==> config.mk <==
export PLATFORM = sky130hd
export DESIGN_NAME = recir_active_ctrl
export DESIGN_NICKNAME = d
export VERILOG_FILES = /design/src/rtl/recir_active_ctrl.sv
export SDC_FILE = /design/constraint.sdc
export NUM_CORES = 1
export LEC_CHECK = 0
export CAP_MARGIN = 5
export CORE_ASPECT_RATIO = 0.9
export CORE_MARGIN = 2
export CORE_UTILIZATION = 46
export DETAILED_ROUTE_END_ITERATION = 8
export PLACE_DENSITY = 0.84
export SYNTH_ARGS = -nofsm -noshare
export SYNTH_HDL_FRONTEND = slang
export SYNTH_SLANG_ARGS = --single-unit
==> constraint.sdc <==
create_clock -name clk -period 3.4 [get_ports clk]
set_clock_uncertainty 0.05 [all_clocks]
set_input_delay 0.51 -clock clk [delete_from_list [all_inputs] [get_ports clk]]
set_output_delay 0.51 -clock clk [all_outputs]
set_load 0.01 [all_outputs]
==> src/rtl/recir_active_ctrl.sv <==
// Purpose: lock controller producing the `active` select for the 4-lane recirculation block.
// Latency: active/state change on the edge that samples the deciding cycle (no extra pipeline stage).
// Backpressure: none; observes every cycle and cannot stall the lanes.
//
// Ports:
//   clk, reset        - single clock, asynchronous active-high reset
//   in0..in3          - lane bytes from the serial-to-parallel stage
//   valid_in[3:0]     - per-lane valid, bit i qualifies in{i}
//   active            - 1: forward to mux, 0: forward to tester (mirrors state==ACTIVE)
//   state[1:0]        - 0 SEARCH, 1 ALIGN, 2 ACTIVE
//   lock_lost         - one-cycle pulse on each ACTIVE->SEARCH transition
//   align_err         - one-cycle pulse when ALIGN aborts
//   lost_cnt[7:0]     - saturating count of lock_lost events
//
// Optional build macro RECIR_ACTIVE_CTRL_IDLE_EXIT_EN: drops lock after
// IDLE_EXIT_COUNT consecutive all-lane idle cycles. IDL_SYM and
// IDLE_EXIT_COUNT only exist as parameters when the macro is defined.
module recir_active_ctrl #(
  parameter logic [7:0] COM_SYM         = 8'hBC,
`ifdef RECIR_ACTIVE_CTRL_IDLE_EXIT_EN
  parameter logic [7:0] IDL_SYM         = 8'h7C,
  parameter int         IDLE_EXIT_COUNT = 8,
`endif
  parameter int         LOCK_COUNT      = 4,
  parameter int         LOSS_COUNT      = 3
) (
  input  logic       clk,
  input  logic       reset,
  input  logic [7:0] in0,
  input  logic [7:0] in1,
  input  logic [7:0] in2,
  input  logic [7:0] in3,
  input  logic [3:0] valid_in,
  output logic       active,
  output logic [1:0] state,
  output logic       lock_lost,
  output logic       align_err,
  output logic [7:0] lost_cnt
);

  typedef enum logic [1:0] {
    SEARCH = 2'd0,
    ALIGN  = 2'd1,
    ACTIVE = 2'd2
  } state_t;

  localparam logic [3:0] LOCK_CNT = LOCK_COUNT[3:0];
  localparam logic [3:0] LOSS_CNT = LOSS_COUNT[3:0];

  state_t     state_q, state_d;
  logic [3:0] com_cnt_q, com_cnt_d;
  logic [3:0] bad_cnt_q, bad_cnt_d;
  logic [7:0] lost_cnt_d;
  logic       lock_lost_d, align_err_d;
  logic       leave_active;

  logic good, all_com;
  assign good    = (valid_in == 4'hF);
  // A partial comma (some lanes COM, some not) is simply !all_com, so no
  // separate any-lane decode is needed to abort ALIGN.
  assign all_com = good && (in0 == COM_SYM) && (in1 == COM_SYM) &&
                   (in2 == COM_SYM) && (in3 == COM_SYM);

`ifdef RECIR_ACTIVE_CTRL_IDLE_EXIT_EN
  localparam logic [7:0] IDLE_CNT = IDLE_EXIT_COUNT[7:0];
  logic [7:0] idle_cnt_q, idle_cnt_d;
  logic       all_idl;
  assign all_idl = (in0 == IDL_SYM) && (in1 == IDL_SYM) &&
                   (in2 == IDL_SYM) && (in3 == IDL_SYM);
`endif

  always_comb begin
    state_d      = state_q;
    com_cnt_d    = com_cnt_q;
    bad_cnt_d    = bad_cnt_q;
    lost_cnt_d   = lost_cnt_q_int();
    lock_lost_d  = 1'b0;
    align_err_d  = 1'b0;
    leave_active = 1'b0;
`ifdef RECIR_ACTIVE_CTRL_IDLE_EXIT_EN
    idle_cnt_d   = idle_cnt_q;
`endif
    case (state_q)
      SEARCH: begin
        com_cnt_d = 4'd0;
        if (all_com) begin
          if (LOCK_COUNT == 1) begin
            state_d = ACTIVE;
          end else begin
            state_d   = ALIGN;
            com_cnt_d = 4'd1;
          end
        end
      end
      ALIGN: begin
        if (all_com) begin
          if (com_cnt_q + 4'd1 == LOCK_CNT) begin
            state_d   = ACTIVE;
            com_cnt_d = 4'd0;
          end else begin
            com_cnt_d = com_cnt_q + 4'd1;
          end
        end else begin
          state_d     = SEARCH;
          com_cnt_d   = 4'd0;
          align_err_d = 1'b1;
        end
      end
      ACTIVE: begin
        // Good cycles win over comma decode: COM is plain data once locked.
        if (good) begin
          bad_cnt_d = 4'd0;
`ifdef RECIR_ACTIVE_CTRL_IDLE_EXIT_EN
          if (all_idl) begin
            if (idle_cnt_q + 8'd1 == IDLE_CNT) leave_active = 1'b1;
            else                               idle_cnt_d   = idle_cnt_q + 8'd1;
          end else begin
            idle_cnt_d = 8'd0;
          end
`endif
        end else begin
          if (bad_cnt_q + 4'd1 == LOSS_CNT) leave_active = 1'b1;
          else                              bad_cnt_d    = bad_cnt_q + 4'd1;
        end
        // Idle exit and loss share one exit path, so at most one transition
        // and one lost_cnt increment can happen per cycle.
        if (leave_active) begin
          state_d     = SEARCH;
          bad_cnt_d   = 4'd0;
          lock_lost_d = 1'b1;
          if (lost_cnt != 8'hFF) lost_cnt_d = lost_cnt + 8'd1;
`ifdef RECIR_ACTIVE_CTRL_IDLE_EXIT_EN
          idle_cnt_d  = 8'd0;
`endif
        end
      end
      default: begin
        state_d   = SEARCH;
        com_cnt_d = 4'd0;
        bad_cnt_d = 4'd0;
      end
    endcase
  end

  function automatic logic [7:0] lost_cnt_q_int();
    return lost_cnt;
  endfunction

  always_ff @(posedge clk or posedge reset) begin
    if (reset) begin
      state_q   <= SEARCH;
      com_cnt_q <= 4'd0;
      bad_cnt_q <= 4'd0;
      active    <= 1'b0;
      lock_lost <= 1'b0;
      align_err <= 1'b0;
      lost_cnt  <= 8'd0;
    end else begin
      state_q   <= state_d;
      com_cnt_q <= com_cnt_d;
      bad_cnt_q <= bad_cnt_d;
      active    <= (state_d == ACTIVE);
      lock_lost <= lock_lost_d;
      align_err <= align_err_d;
      lost_cnt  <= lost_cnt_d;
    end
  end

`ifdef RECIR_ACTIVE_CTRL_IDLE_EXIT_EN
  always_ff @(posedge clk or posedge reset) begin
    if (reset) idle_cnt_q <= 8'd0;
    else       idle_cnt_q <= idle_cnt_d;
  end
`endif

  assign state = state_q;

endmodule

Yosys cells after proc, flatten, opt, wreduce, memory -nomap -nowiden
Cells that the tools add are included.
- add/sub/neg operators: 3
- $mul: 0
- div/mod/pow operators: 0
- $lt $le $gt $ge: 0
- eq/ne operators: 12
- shifts and indexed selects: 0
- multiplexer cells: 20
- bitwise logic cells: 1
- reductions and logical operators: 8
- operator list (operator ; count):
    $eq 8x8->1 const B ; 4
    $mux 4 ; 5
    $pmux 4 s3 ; 1
    $add 4x1->4 const B ; 2
    $add 8x1->8 const B ; 1
    $mux 1 ; 8
    $mux 2 ; 4
    $ne 8x8->1 const B ; 1
    $pmux 4 s2 ; 1
    $pmux 2 s3 ; 1
    $eq 2x2->1 const B ; 2
    $eq 4x2->1 const B ; 1
    $eq 4x3->1 const B ; 1
    $eq 4x4->1 const B ; 1
    $logic_and 1x1->1 ; 4
    $ne 4x4->1 const B ; 1
    $reduce_and 3->1 ; 1
    $eq 2x1->1 const B ; 1
    $logic_not 2->1 ; 1
    $reduce_and 2->1 ; 1
    $reduce_or 2->1 ; 1
    $not 1->1 ; 1
- flip-flop bits (word level): 21
- latch bits: 0
- memory bits (writable): 0
- memory bits (read-only): 0
- input bits: 38
- output and inout port bits: 13
- word-level logic and storage cells: 51
- memories: 0

Depth between registers and ports, before layout
Gate-level depths: netlist (run 1).
- depth in word-level cells: 8
- depth in mapped cells: 6
- depth with buffers taken out: 6

Worst setup path after synthesis (run 1)
Ideal clock, no wire load.
- kind: register -> register
- start: register bad_cnt_q[0]
- end: register lost_cnt[6]
- setup time: 128 ps
- arrival: 1684 ps
- data required time: 3222 ps
- setup slack: 1539 ps
- cell stages (with the launch flop): 6
- buffers on the path: 0
- cell sequence: dfrtp_1 -> ha_1 -> nor4b_2 -> a31oi_4 -> nor4_1 -> mux2_1
- longest elaborated chain between the ends: 6
- RTL lines (element ; line ; RTL):
    start: declaration ; 52 ; logic [3:0] bad_cnt_q, bad_cnt_d;
    start signal: assignment ; 161 ; bad_cnt_q <= bad_cnt_d;
    $add 4x1->4 ; 122 ; if (bad_cnt_q + 4'd1 == LOSS_CNT) leave_active = 1'b1;
    $eq 4x2->1 ; 122 ;
    $mux 1 ; 122 ;
    $mux 1 ; 111 ; if (good) begin
    $mux 1 ; 83 ; case (state_q)
    $reduce_and 3->1 (no source line) ; n/a ;
    end signal: assignment ; 165 ; lost_cnt <= lost_cnt_d;
    end: declaration ; 38 ; output logic [7:0] lost_cnt
Every way passes these cells. The select of a mux whose other input is x is not followed.
A chain may end at the register's enable or synchronous reset.

Final worst setup path (run 1)
- start: register state_q[1] (netlist: state[1])
- end: register lost_cnt[1]
- longest elaborated chain between the ends: 2
- RTL lines (element ; line ; RTL):
    start: declaration ; 50 ; state_t state_q, state_d;
    start signal: assignment ; 159 ; state_q <= state_d;
    $eq 2x2->1 ; 83 ;
    $reduce_and 3->1 (no source line) ; n/a ;
Every way passes these cells.

==> results of run 1 <==
## critical path, cell delays in order (launching register included)
cell	delay (ps)
dfrtp_1	590
nor2b_1	560
o211ai_1	320
nor2_1	240
mux2_1	340
## path summary, 6_finish.rpt
| path | end | cells past startpoint | start |
|---|---|---|---|
| worst max-delay path | lost_cnt[1]$_DFFE_PP0P_ | 4 | state[1]$_DFF_PP0_ |
| worst min-delay path | lost_cnt[7]$_DFFE_PP0P_ | 1 | lost_cnt[7]$_DFFE_PP0P_ |
| worst max register to register | lost_cnt[1]$_DFFE_PP0P_ | 4 | state[1]$_DFF_PP0_ |
| worst min register to register | lost_cnt[7]$_DFFE_PP0P_ | 1 | lost_cnt[7]$_DFFE_PP0P_ |
| max in group asynchronous | lost_cnt[4]$_DFFE_PP0P_ | 2 | reset |
| min in group asynchronous | state[1]$_DFF_PP0_ | 2 | reset |
## sequential cells by signal, summed over array words and instances (netlist names)
| name | flops |
|---|---|
| com_cnt_q | 4 |
| state | 2 |
| lost_cnt | 8 |
| bad_cnt_q | 4 |
| align_err | 1 |
| lock_lost | 1 |
| active | 1 |
## stage by stage
step,total power [W],worst slack (ps)
detailed placement,0.000312,1190
finish,0.000416,1180
global route,0.000437,942
global placement,0.000311,1230
CTS,0.000423,1180
floorplan,0.000265,1540
## cell usage in the layout (no fill, tap or decap), types with 2 or more instances in the layout
| cell type | instances |
|---|---|
| nand3_1 | 9 |
| clkdlybuf4s50_1 | 50 |
| nor4_4 | 2 |
| and3_1 | 4 |
| o31ai_1 | 4 |
| inv_1 | 5 |
| nor2b_1 | 2 |
| o21ai_1 | 3 |
| nand3b_1 | 2 |
| nor4_1 | 3 |
| nor3_1 | 4 |
| ha_1 | 5 |
| dfrtp_1 | 21 |
| o21ai_0 | 2 |
| nand2_1 | 12 |
| clkbuf_4 | 3 |
| xor2_1 | 7 |
| and2_1 | 2 |
| nor3_2 | 2 |
| mux2_1 | 3 |
| nand4bb_1 | 2 |
| nand4b_1 | 3 |
| nand4_1 | 3 |
| nor2_1 | 2 |
## layout make-up
class / count / share of cell area
Multi-Input combinational cell: 92 / 0.395
Sequential cell: 21 / 0.287
Timing Repair Buffer: 50 / 0.273
Tap cell: 30 / 0.0205
Clock buffer: 4 / 0.0143
Inverter: 5 / 0.0102
## report_power, final
group	total, W	switching [W]	internal, W
Combinational	0.0000562	0.0000158	0.0000404
Clock	0.000110	0.0000646	0.0000455
Sequential	0.000250	0.000000000000134	0.000250
## routing by layer
layer  track usage  part of all wire
met5             0                 0
met1         0.235              0.40
met2         0.342              0.52
met4        0.0593            0.0049
met3        0.0264             0.073
## cell families (layout without fill, tap and decap cells)
family,count (synthesis),in the layout,synth area share
AND/OR/NAND/NOR,59,59,0.325
flip-flops,21,21,0.412
buffers and inverters,7,59,0.0216
adder cells (fa/ha/maj),5,5,0.0490
multiplexers,5,5,0.0431
AO/OA/AOI/OAI,16,16,0.102
XOR/XNOR,7,7,0.0480
==> impl_results.md, run 1 <==
* First drt pass iteration count at 4
* Non-filler cells, final at a little over 200
* Crit. End Element: flip-flop
* Initial antenna violation count at 0
* # fillers at between 200 and 250
* EDFF count, synth at 0
* Post-route antenna net violation count at 0
* Placed cells at just under 200
* Pin count of the biggest net entering global routing at 22
* Setup TNS Final at 0 ps
* Die Y at about 54 µm
* Post-Route WL at ~2.7 mm
* Final worst path period need at ~2200 ps
* Final cycle utilization of the critical path at 0.652
* CTS Root Cell: clkbuf_4
* Cell Pwr Density at 227 nW/µm²
* Worst-margin pin slew at around 780 ps
* Leakage at just under 0.8 nW
* Synth top cells by count: dfrtp_1, nand2_1, nand3_1
* Hold Crit Class: flip-flop to flip-flop
* # nets final at approximately 220
* Design area at between 1500 and 2000 µm²
* CTS tree: yes
* Area share of the largest cell type after synthesis at 0.412
* R2R Setup Slk at 1180 ps
* CP Data Required Time at 3530 ps
* Area contributors post-synth: dfrtp_1, ha_1, xor2_1
* Via Count at around 1,200
* WHS at just under 500 ps
* Die area at roughly 3200 µm²
* Ys flop type: dfrtp_1
* MaxCap Viol Count at 0
* Area of the multi-input gates at a little over 700 µm²
* Total GRT Usage at 0.190
* Yosys warning count at 0
* Clock Pin Slew Worst Setup and Hold Paths at 100 ps
* Cells after Synth at 120
* Max-slew violations at 0
* Max FO, Critical Path at 13
* I/O Buffers at 50
* Critical path data arrival time at approximately 2300 ps
* 1st-iter DRT viols at 32
* Storage element area at 526 µm²
* Worst skew pair latency at around 290 ps
* Count of final hold-check violations at 0
* Mapped Area at 1280 µm²
* Seq/Total Area, Yosys at 0.412
* Avg Cell Area, Syn at about 11 µm²
* Synthesized Nets at roughly 160
* Layout cells sized above 1 at 0.0814
* Synth async-reset ratio at 1.00
* # IOs at a little over 50
* Area grow syn2layout at 43.5%
* Fmax achieved at ~450 MHz
* Slew HR at 0.480
* WL/cell at 13.2 µm
* H-tree levels at 1
* Initial core utilization at 0.472
* Post-cts hold buffer count at 0
* Status: completed
* Post-CTS Setup Bufs at 0
* Remaining DRCs at 0
* GP Congestion at around 0.8
* Post-DP Area at ~1800 µm²
* Site Rows at 18
* Routed vias/inst at about 5.8
* CP startpoint kind: flip-flop
* RSZ-0062 raised after global routing: no
* Most numerous cell in the Yosys netlist: dfrtp_1
* GR Overflow Total at 0
* Post-CTS sizing at 0
* Synthesized flop and latch total at 21
* Endpoints failing setup at 0
* Num CTS Buffers at 3
* Largest area contributor in the netlist: dfrtp_1
* HPWL after DPL at about 2.2 mm
* Die W at just under 60 µm
* Synth unique cells at 40
* Crit Path Category: flip-flop to flip-flop
* Num Clock Sinks at 21
* Buffer depth of the longest clock path at 2
* Vias in the first global route at ~1,100
* N_diodes at 0
* Peak VDD IR at 112 µV
* Post-Route Utilization at 0.678
* Core ar. at 2700 µm²
* First-pass GRT wire length at between 4 and 5 mm
Note: power is estimated with default switching activity, not from simulation.
==> run 2: changes to the inputs <==
--- a/config.mk
+++ b/config.mk
@@ -8,9 +8,9 @@
 export CAP_MARGIN = 5
 export CORE_ASPECT_RATIO = 0.9
 export CORE_MARGIN = 2
-export CORE_UTILIZATION = 46
+export CORE_UTILIZATION = 43
 export DETAILED_ROUTE_END_ITERATION = 8
-export PLACE_DENSITY = 0.84
+export PLACE_DENSITY = 0.8
 export SYNTH_ARGS = -nofsm -noshare
 export SYNTH_HDL_FRONTEND = slang
 export SYNTH_SLANG_ARGS = --single-unit
==> constraint.sdc (replaced) <==
create_clock -name clk -period 2.1 [get_ports clk]
set_clock_uncertainty 0.05 [all_clocks]
set_input_delay 0.315 -clock clk [delete_from_list [all_inputs] [get_ports clk]]
set_output_delay 0.315 -clock clk [all_outputs]
set_load 0.01 [all_outputs]
==> run 2 against run 1 <==
- register-to-register slack worse by 1100 ps
- non-clock buffer count is 6 higher
- combinational power grew 67%
- routed wire length rose by 15%
- clock power grew 75%
==> impl_results.md, run 2 (synthesized netlist as in run 1, its figures left out) <==
* H-tree levels at 1
* Status: completed
* Remaining DRCs at 0
* GR Overflow Total at 0
* Psw at around 0.00015 W
* Clock Pin Slew Worst Setup and Hold Paths at approximately 110 ps
* Max FFs per register at 8
* CTS Root Cell: clkbuf_4
* Largest regs: lost_cnt x8, bad_cnt_q x4, com_cnt_q x4
* First-pass GRT wire length at ~5.0 mm
* Leakage at between 0.8 and 0.9 nW
* GP Congestion at just over 0.8
* Num CTS Buffers at 3
* Area grow syn2layout at 49.2%
* Peak VDD IR at approximately 180 µV
* Pin count of the biggest net entering global routing at 22
* WL/cell at around 14 µm
* Num Clock Sinks at 21
* Die Y at roughly 56 µm
* Vias in the first global route at between 1,000 and 1,500
* Register with the most flip-flops: lost_cnt
* Endpoints failing setup at 0
* Worst setup margin at between 100 and 150 ps
* First drt pass iteration count at 4
* Post-route antenna net violation count at 0
* P_int at approximately 0.00055 W
* Count of final hold-check violations at 0
* MaxCap Viol Count at 0
* Slew HR at 0.800
* CTS tree: yes
* Clock share of power at 0.280
* Site Rows at 18
* Comb power frac at 0.136
* Core ar. at 2790 µm²
* Leading cell type in the layout, fill and taps excluded: clkdlybuf4s50_1
* Initial antenna violation count at 0
* Fmax achieved at 506 MHz
* Die W at a little over 60 µm
* Post-Place Worst Slack at between 70 and 80 ps
* Via Count at between 1,000 and 1,500
* Crit Path Category: flip-flop to flip-flop
* Routed vias/inst at between 5 and 6
* Flop pwr share at 0.585
* Sw frac at 0.211
* Final cycle utilization of the critical path at 0.942
* # nets final at between 200 and 250
* HPWL after DPL at 2.57 mm
* Setup TNS Final at 0 ps
* Cell Pwr Density at approximately 360 nW/µm²
* CP Data Required Time at 2250 ps
* Hold Crit Class: primary input to async pin
* Critical path data arrival time at 2120 ps
* Buffer depth of the longest clock path at 2
* I/O Buffers at 50
* Most frequent cells in the layout: clkdlybuf4s50_1, dfrtp_1, nand2_1
* # IOs at between 50 and 60
* RSZ-0062 raised after global routing: no
* Final worst path period need at around 2000 ps
* # fillers at ~240
* Initial core utilization at 0.457
* Worst-margin pin slew at slightly below 300 ps
* CP startpoint kind: flip-flop
* 1st-iter DRT viols at 70
* Crit. End Element: flip-flop
* Total GRT Usage at 0.188
* Max-slew violations at 0
* Max FO, Critical Path at 7
* Worst skew pair latency at roughly 300 ps
* Die area at roughly 3400 µm²
* Post-CTS Setup Bufs at 0
* Post-Route WL at just over 3 mm
* Layout cells sized above 1 at 0.118
* Post-cts hold buffer count at 0
* Post-CTS sizing at 0
* N_diodes at 0
[run 2: cell types whose count changed in the layout (fill, tap and decap cells not counted), sizes merged]
| cell | before | now |
|---|---|---|
| buf | 0 | 6 |
[run 2: critical path: stages, from the launching register on]
cell	delay (ps)
dfrtp_1	440
ha_1	280
nor4b_4	350
a31oi_4	90
nor3_1	300
mux2_1	360
[run 2: metrics by stage]
| step | utilization | hold WS [ps] | area [µm²] | total power [W] | std cells |
|---|---|---|---|---|---|
| floorplan | - | 242 | 1280 | 0.000429 | 120 |
| global placement | 0.667 | 450 | 1860 | 0.000504 | 214 |
| detailed placement | 0.667 | 451 | 1860 | 0.000507 | 214 |
| CTS | 0.677 | 280 | 1890 | 0.000700 | 218 |
| global route | 0.682 | 297 | 1900 | 0.000722 | 218 |
| finish | 0.682 | 276 | 1900 | 0.000691 | 218 |
[run 2: final cells by class]
type,count,area (µm²),area share
clock buffers,4,26.3,0.0138
inverters,5,18.8,0.00986
multi-input cells,92,738,0.388
flip-flops and latches,21,526,0.276
well taps,40,50.0,0.0263
repair buffers,56,546,0.286
[run 2: final timing paths]
path	endpoint	start	depth (start not counted)	slack, ps
max in group asynchronous	lost_cnt[5]$_DFFE_PP0P_	reset	3	1510
min in group clk	lost_cnt[7]$_DFFE_PP0P_	lost_cnt[7]$_DFFE_PP0P_	1	470
min reg2reg	lost_cnt[7]$_DFFE_PP0P_	lost_cnt[7]$_DFFE_PP0P_	1	470
min	state[0]$_DFF_PP0_	reset	3	280
max	lost_cnt[4]$_DFFE_PP0P_	bad_cnt_q[0]$_DFFE_PP0P_	5	120
max reg2reg	lost_cnt[4]$_DFFE_PP0P_	bad_cnt_q[0]$_DFFE_PP0P_	5	120
[run 2: power by group through the flow]
stage / Clock (W) / Sequential, W / Combinational (W)
floorplan: 0 / 0.000412 / 0.0000165
global placement: 0 / 0.000412 / 0.0000922
detailed placement: 0 / 0.000412 / 0.0000952
CTS: 0.000200 / 0.000404 / 0.0000953
global route: 0.000218 / 0.000404 / 0.0000999
finish: 0.000193 / 0.000404 / 0.0000937
[run 2: metal layers]
layer	global-route usage	share of wire
met1	0.224	0.40
met2	0.331	0.51
met3	0.0349	0.072
met4	0.0608	0.020
met5	0	0
